===== config.mk =====
export PLATFORM = sky130hd
export DESIGN_NAME = i2c_reg_arbiter
export DESIGN_NICKNAME = d
export VERILOG_FILES = /design/src/rtl/i2c_reg_arbiter.sv
export SDC_FILE = /design/constraint.sdc
export NUM_CORES = 1
export LEC_CHECK = 0
export ABC_CLOCK_PERIOD_IN_PS = 2680
export BUFFER_PORTS_ARGS = -buffer_cell sky130_fd_sc_hd__buf_2
export CAP_MARGIN = 20
export CORE_UTILIZATION = 50
export CTS_CLUSTER_SIZE = 12
export DETAILED_ROUTE_END_ITERATION = 7
export PLACE_DENSITY = 0.82
export SYNTH_ARGS = -nofsm -noshare
export SYNTH_HDL_FRONTEND = slang
export SYNTH_SLANG_ARGS = --single-unit

===== constraint.sdc =====
create_clock -name i_sysclk -period 2.68 [get_ports i_sysclk]
set_clock_uncertainty 0.05 [all_clocks]
set_input_delay 0.134 -clock i_sysclk [delete_from_list [all_inputs] [get_ports i_sysclk]]
set_output_delay 0.134 -clock i_sysclk [all_outputs]
set_load 0.01 [all_outputs]

===== src/rtl/i2c_reg_arbiter.sv =====
// Round-robin arbiter/sequencer sharing the I2C core register bus among NUM_REQ requesters.
// Each grant runs SETUP -> STROBE -> WAIT -> DONE, with every output registered.
module i2c_reg_arbiter #(
    parameter int unsigned NUM_REQ = 2,
    parameter int unsigned AW      = 6,
    parameter int unsigned DW      = 8
) (
    input  logic                  i_sysclk,
    input  logic                  i_reset,
    input  logic [NUM_REQ-1:0]    i_req,
    input  logic [NUM_REQ-1:0]    i_wr,
    input  logic [NUM_REQ*AW-1:0] i_addr,
    input  logic [NUM_REQ*DW-1:0] i_wdata,
    output logic [NUM_REQ-1:0]    o_grant,
    output logic [NUM_REQ-1:0]    o_ack,
    output logic [DW-1:0]         o_rdata,
    output logic                  o_busy,
    output logic                  o_wr_ena,
    output logic [AW-1:0]         o_wr_addr,
    output logic [DW-1:0]         o_wr_data,
    output logic                  o_rd_ena,
    output logic [AW-1:0]         o_rd_addr,
    input  logic [DW-1:0]         i_rd_data
);

    localparam int unsigned PW  = $clog2(NUM_REQ);
    localparam int unsigned AIW = $clog2(NUM_REQ * AW);
    localparam int unsigned DIW = $clog2(NUM_REQ * DW);

    typedef enum logic [2:0] {
        ST_IDLE,
        ST_SETUP,
        ST_STROBE,
        ST_WAIT,
        ST_DONE
    } state_t;

    state_t               state, state_nxt;
    logic [PW-1:0]        ptr;
    logic [PW-1:0]        win_idx;
    logic                 win_wr;
    logic                 pick_vld;
    logic [PW-1:0]        pick_idx;
    logic [NUM_REQ-1:0]   pick_oh;
    logic [NUM_REQ-1:0]   win_oh;
    logic [AW-1:0]        sel_addr;
    logic [DW-1:0]        sel_wdata;
    logic                 sel_wr;

    // Round robin: first requesting index scanning upward from ptr with wrap.
    always_comb begin
        pick_vld = 1'b0;
        pick_idx = '0;
        for (int i = int'(NUM_REQ) - 1; i >= 0; i--) begin
            if (i_req[PW'((int'(ptr) + i) % int'(NUM_REQ))]) begin
                pick_vld = 1'b1;
                pick_idx = PW'((int'(ptr) + i) % int'(NUM_REQ));
            end
        end
    end

    always_comb begin
        pick_oh = '0;
        win_oh  = '0;
        for (int i = 0; i < int'(NUM_REQ); i++) begin
            pick_oh[i] = (pick_idx == PW'(i));
            win_oh[i]  = (win_idx == PW'(i));
        end
    end

    assign sel_addr  = i_addr[AIW'(int'(pick_idx) * int'(AW)) +: AW];
    assign sel_wdata = i_wdata[DIW'(int'(pick_idx) * int'(DW)) +: DW];
    assign sel_wr    = i_wr[pick_idx];

    always_ff @(posedge i_sysclk) begin
        if (i_reset) begin
            state <= ST_IDLE;
        end else begin
            state <= state_nxt;
        end
    end

    always_comb begin
        state_nxt = state;
        case (state)
            ST_IDLE:   if (pick_vld) state_nxt = ST_SETUP;
            ST_SETUP:  state_nxt = ST_STROBE;
            ST_STROBE: state_nxt = ST_WAIT;
            ST_WAIT:   state_nxt = ST_DONE;
            ST_DONE:   state_nxt = ST_IDLE;
            default:   state_nxt = ST_IDLE;
        endcase
    end

    // Output and transaction registers; bus address/data hold when not driven.
    always_ff @(posedge i_sysclk) begin
        if (i_reset) begin
            ptr       <= '0;
            win_idx   <= '0;
            win_wr    <= 1'b0;
            o_grant   <= '0;
            o_ack     <= '0;
            o_rdata   <= '0;
            o_busy    <= 1'b0;
            o_wr_ena  <= 1'b0;
            o_wr_addr <= '0;
            o_wr_data <= '0;
            o_rd_ena  <= 1'b0;
            o_rd_addr <= '0;
        end else begin
            o_busy <= (state_nxt != ST_IDLE);
            case (state)
                ST_IDLE: begin
                    if (pick_vld) begin
                        win_idx <= pick_idx;
                        win_wr  <= sel_wr;
                        o_grant <= pick_oh;
                        if (sel_wr) begin
                            o_wr_addr <= sel_addr;
                            o_wr_data <= sel_wdata;
                        end else begin
                            o_rd_addr <= sel_addr;
                        end
                    end
                end
                ST_SETUP: begin
                    o_wr_ena <= win_wr;
                    o_rd_ena <= !win_wr;
                end
                ST_STROBE: begin
                    o_wr_ena <= 1'b0;
                    o_rd_ena <= 1'b0;
                end
                ST_WAIT: begin
                    if (!win_wr) o_rdata <= i_rd_data;
                    o_ack <= win_oh;
                end
                ST_DONE: begin
                    o_ack   <= '0;
                    o_grant <= '0;
                    ptr     <= (win_idx == PW'(NUM_REQ - 1)) ? '0 : win_idx + PW'(1);
                end
                default: begin
                    o_wr_ena <= 1'b0;
                    o_rd_ena <= 1'b0;
                end
            endcase
        end
    end

endmodule


Yosys cells after proc, flatten, opt, wreduce, memory -nomap -nowiden
Cells that the tools add are included.

word-level totals
  bits in writable memories = 0
  output and inout port bits = 35
  logic and storage cells = 59
  memories = 0
  latch bits = 0
  register bits after elaboration = 41
  bits in read-only memories = 0

operators by class
  multiplexer cells = 18
  divide/modulo/power cells = 0
  multipliers = 1
  reduce and logical (&&, ||, !) cells = 11
  add/subtract/negate cells = 2
  magnitude comparators = 3
  shifts and indexed selects = 2
  bitwise operators = 4
  eq/ne operators = 5

operators with widths
  operator                                                                      number
  16-bit by 4-bit indexed part select with 8-bit output                         1
  3-bit case mux with 4 select lines                                            1
  12-bit by 4-bit indexed part select with 6-bit output                         1
  1-bit two-way mux                                                             11
  2-bit case mux with 2 select lines                                            2
  3-bit by 2-bit == test with 1-bit output, second input constant               2
  1-bit by 3-bit less-than comparator with 1-bit output, second input constant  2
  2-bit AND reduction                                                           3
  3-bit AND reduction                                                           2
  1-bit NOT                                                                     4
  1-bit case mux with 2 select lines                                            2
  2-bit nonzero test                                                            2
  3-bit by 1-bit == test with 1-bit output, second input constant               1
  3-bit == test, second input constant                                          1
  3-bit logical NOT                                                             1
  1-bit by 2-bit multiplier with 3-bit output, second input constant            1
  3-bit two-way mux                                                             1
  3-bit nonzero test                                                            1
  3-bit OR reduction                                                            1
  1-bit adder, second input constant                                            2
  1-bit by 2-bit less-than comparator with 1-bit output, second input constant  1
  2-bit two-way mux                                                             1
  2-bit != test, second input constant                                          1
  1-bit logical NOT                                                             1

Longest topological paths before layout
  word-level depth = 10
  gate-level depth with buffers = 5
  mapped depth without buffers = 3

Worst setup path before layout
OpenSTA, ideal clock, no wires.

  path kind = register to register
  start = register state[0]
  end = register o_wr_addr[0]
  setup slack = 0.871 ns
  arrival = 1.639 ns
  stages on the path, launching flop included = 6
  cells stage by stage = dfxtp_1 -> buf_6 -> or4b_4 -> buf_2 -> nor2_4 -> mux2_2

between the ends
  longest elaborated chain between the ends = 2

ends and longest elaborated chain
  what                           line  RTL
  start, declared                38    state_t state, state_nxt;
  start signal, assigned         79    state <= state_nxt;
  3-bit logical NOT              112   case (state)
  3-bit AND reduction (no line)  -
  end signal, assigned           119   o_wr_addr <= sel_addr;
  end, declared                  19    output logic [AW-1:0] o_wr_addr,

No other way between the ends.
A chain may end at the register's enable or synchronous reset.

Worst setup path after layout
  start = register state[2]
  end = register o_rd_addr[0]

between the ends
  longest elaborated chain between the ends = 2

ends and longest elaborated chain
  what                           line  RTL
  3-bit logical NOT              112
  3-bit AND reduction (no line)  -
  end signal, assigned           122   o_rd_addr <= sel_addr;
  end, declared                  22    output logic [AW-1:0] o_rd_addr,

No other way between the ends.

==> flow_metrics.env <==
export IMPL_firstDrtPassIters=4
export IMPL_p_seq_share_pct=50.0
export IMPL_dr_first_iter_drc_count=75
export IMPL_gp_congestion=0.728
export IMPL_antenna_cells=0
export IMPL_peakVddDrop_v=0.000361
export IMPL_antenna_found_initial=0
export IMPL_num_vias=1687
export IMPL_crit_family="simple AND/OR/NAND/NOR gates"
export IMPL_comb_power_share_pct=17.9
export IMPL_worst_path_max_delay_cell="or4b_4"
export IMPL_dieArea_um2=3820
export IMPL_h_tree_depth=2
export IMPL_path_class="flop to flop"
export IMPL_hp_class="primary input to flop"
export IMPL_hold_viol=0
export IMPL_syn_nets=232
export IMPL_yosys_area_top_type="dfxtp_1"
export IMPL_synth_commonest_cells="dfxtp_1 (41), a21oi_1 (21), nor2_1 (15)"
export IMPL_ys_seq_area_share_pct=45.8
export IMPL_crit_path_end_kind="flop"
export IMPL_crit_chain="or4b_4 > a211oi_4 > mux2_2"
export IMPL_startpoint_type="flop"
export IMPL_boundaryPins=77
export IMPL_critPathMaxFanout=13
export IMPL_crit_buf_inv=0
export IMPL_maxCapViolations=0
export IMPL_rsz0062_at_grt="false"
export IMPL_cts_max_path_buffers=2
export IMPL_numCtsBuffers=5
export IMPL_wirelength_um=4410
export IMPL_dpl_cell_count=293
export IMPL_slew_violations=0
export IMPL_area_growth_pct=34.0
export IMPL_ant_nets=0
export IMPL_power_leakage_nw=1.05
export IMPL_arrival_ns=2.25
export IMPL_clock_sinks=41
export IMPL_async_reset_ff_share_pct=0
export IMPL_grt_pass1_wl_um=6900
export IMPL_syn_area_um2=1790
export IMPL_yosysMostFrequentCell="dfxtp_1"
export IMPL_fmax_mhz=488
export IMPL_fp_row_count=21
export IMPL_synth_top_area_share_pct=45.8
export IMPL_netSwitchingFraction_pct=25.8
export IMPL_ys_types=31
export IMPL_io_buffers=67
export IMPL_fin_setup_tns_ns=0
export IMPL_path_depth=3
export IMPL_layout_drive_gt1_share_pct=38.1
export IMPL_die_y_um=61.8
export IMPL_cp_required_ns=2.88
export IMPL_p_switching_uw=340
export IMPL_hold_worst_slack_ns=0.0137
export IMPL_core_um2=3390
export IMPL_grt_max_degree=48
export IMPL_remaining_drc_errors=0
export IMPL_grt_use_total_pct=24.9
export IMPL_cts_tree="built"
export IMPL_setup_violations=0
export IMPL_cp_slowest_stage_delay_ns=0.64
export IMPL_hold_path_depth=3
export IMPL_min_period_over_period_pct=76.4
export IMPL_cts_resized_gates=0
export IMPL_ff2ff_path_depth=3
export IMPL_routedWlPerCell_um=14.0
export IMPL_final_net_count=311
export IMPL_slew_headroom_pct=45.8
export IMPL_syn_inst=190
export IMPL_internal_power_uw=980
export IMPL_cts_setup_buffers=0
export IMPL_worstMarginPinSlew_ns=0.813
export IMPL_avgViaCountPerCell=5.34
export IMPL_utilization_pct=70.8
export IMPL_clkTransAtPathRegs_ns=0.13
export IMPL_synth_ff_type="dfxtp_1"
export IMPL_start_util_pct=52.8
export IMPL_synth_edf_count=0
export IMPL_status="completed"
export IMPL_insertion_delay_ns=0.35
export IMPL_grt_pass1_vias=1550
export IMPL_min_period_ns=2.05
export IMPL_netlist_top_cells_area="dfxtp_1 (46%), mux2_2 (8.2%), mux2i_1 (6.1%)"
export IMPL_p_clk_share_pct=32.1
export IMPL_finalNonFillerCells=316
export IMPL_place_detailed_hpwl_um=2610
export IMPL_overflow=0
export IMPL_ys_ff_latch=41
export IMPL_die_w_um=61.8
export IMPL_power_density_nw_per_um2=550
export IMPL_ys_warn_count=0
export IMPL_root_buffer="clkbuf_4"
export IMPL_synth_avg_cell_area_um2=9.42
==> layout make-up <==
cell class              count  area (µm²)
inverters                   1        3.75
multi-input cells         132         901
clock buffers               7        55.1
clock inverters             1        30.0
repair buffers             88         531
fillers                   285         991
well taps                  46        57.6
flip-flops and latches     41         821
==> kinds of logic after synthesis <==
logic type / after synthesis / synth area share (%)
compound gates: 41 / 14.5
xor+xnor: 1 / 0.489
buf+inv: 17 / 4.19
flops: 41 / 45.8
mux: 24 / 14.3
simple gates: 66 / 20.7
==> power groups by stage <==
stage	Combinational, mW	Clock, mW	Sequential (mW)
floorplan	0.126	0	0.684
global placement	0.210	0	0.671
detailed placement	0.214	0	0.672
CTS	0.233	0.428	0.659
global route	0.258	0.456	0.664
finish	0.236	0.424	0.660
==> metrics by stage <==
step	worst slack [ns]	cell area [µm²]	power [mW]
floorplan	0.871	1790	0.810
global placement	0.708	2160	0.881
detailed placement	0.649	2160	0.887
CTS	0.638	2400	1.32
global route	0.536	2400	1.38
finish	0.632	2400	1.32
==> timing repair <==
action | in CTS | in global routing
setup endpoints to repair | 0 | 0
hold buffers | 15 | 0
hold endpoints to repair | 15 | 0
==> registers in the layout (all words and copies together), names as in the netlist <==
| name | cells |
|---|---|
| o_grant | 2 |
| o_rd_addr | 6 |
| o_wr_addr | 6 |
| o_busy | 1 |
| win_idx | 1 |
| o_wr_data | 8 |
| win_wr | 1 |
| o_wr_ena | 1 |
| o_ack | 2 |
| o_rdata | 8 |
| state | 3 |
| o_rd_ena | 1 |
| ptr | 1 |
==> path summary, 6_finish.rpt <==
check	start	to	slack [ns]
max	state[2]	o_rd_addr[0]	0.63
min	i_rd_data[1]	o_rdata[1]	0.01
max reg2reg	state[2]	o_rd_addr[0]	0.63
min reg2reg	o_wr_data[6]	o_wr_data[6]	0.43
==> placed cells by master, fill, tap and decap left out, drive strengths merged, types with 2 or more instances in the layout <==
master       synthesis  layout
nand4                8       8
dfxtp               41      41
nor2b               14      14
mux2                13      13
o31ai                2       2
a21bo                6       6
buf                  6      73
dlygate4sd3          0      15
mux2i               11      11
nand3                7       7
a21oi               21      21
o21ai               10      10
nand2                5       5
nor3                 6       6
nand2b               2       2
clkbuf              10       7
nor2                16      16
==> routing by layer <==
layer / vias to the layer above / global-route usage, % / part of all wire [%]
met1: 793 / 30.3 / 43
met5: - / 0 / 0
li1: 832 / - / -
met4: 0 / 11.4 / 1.2
met2: 57 / 41.5 / 50
met3: 5 / 6.21 / 6.3
==> worst reg2reg max path: stages, from the launching register on <==
cell      delay (ns)
dfxtp_1         0.46
or4b_4          0.64
a211oi_4        0.42
mux2_2          0.39
Note: power is estimated with default switching activity, not from simulation.
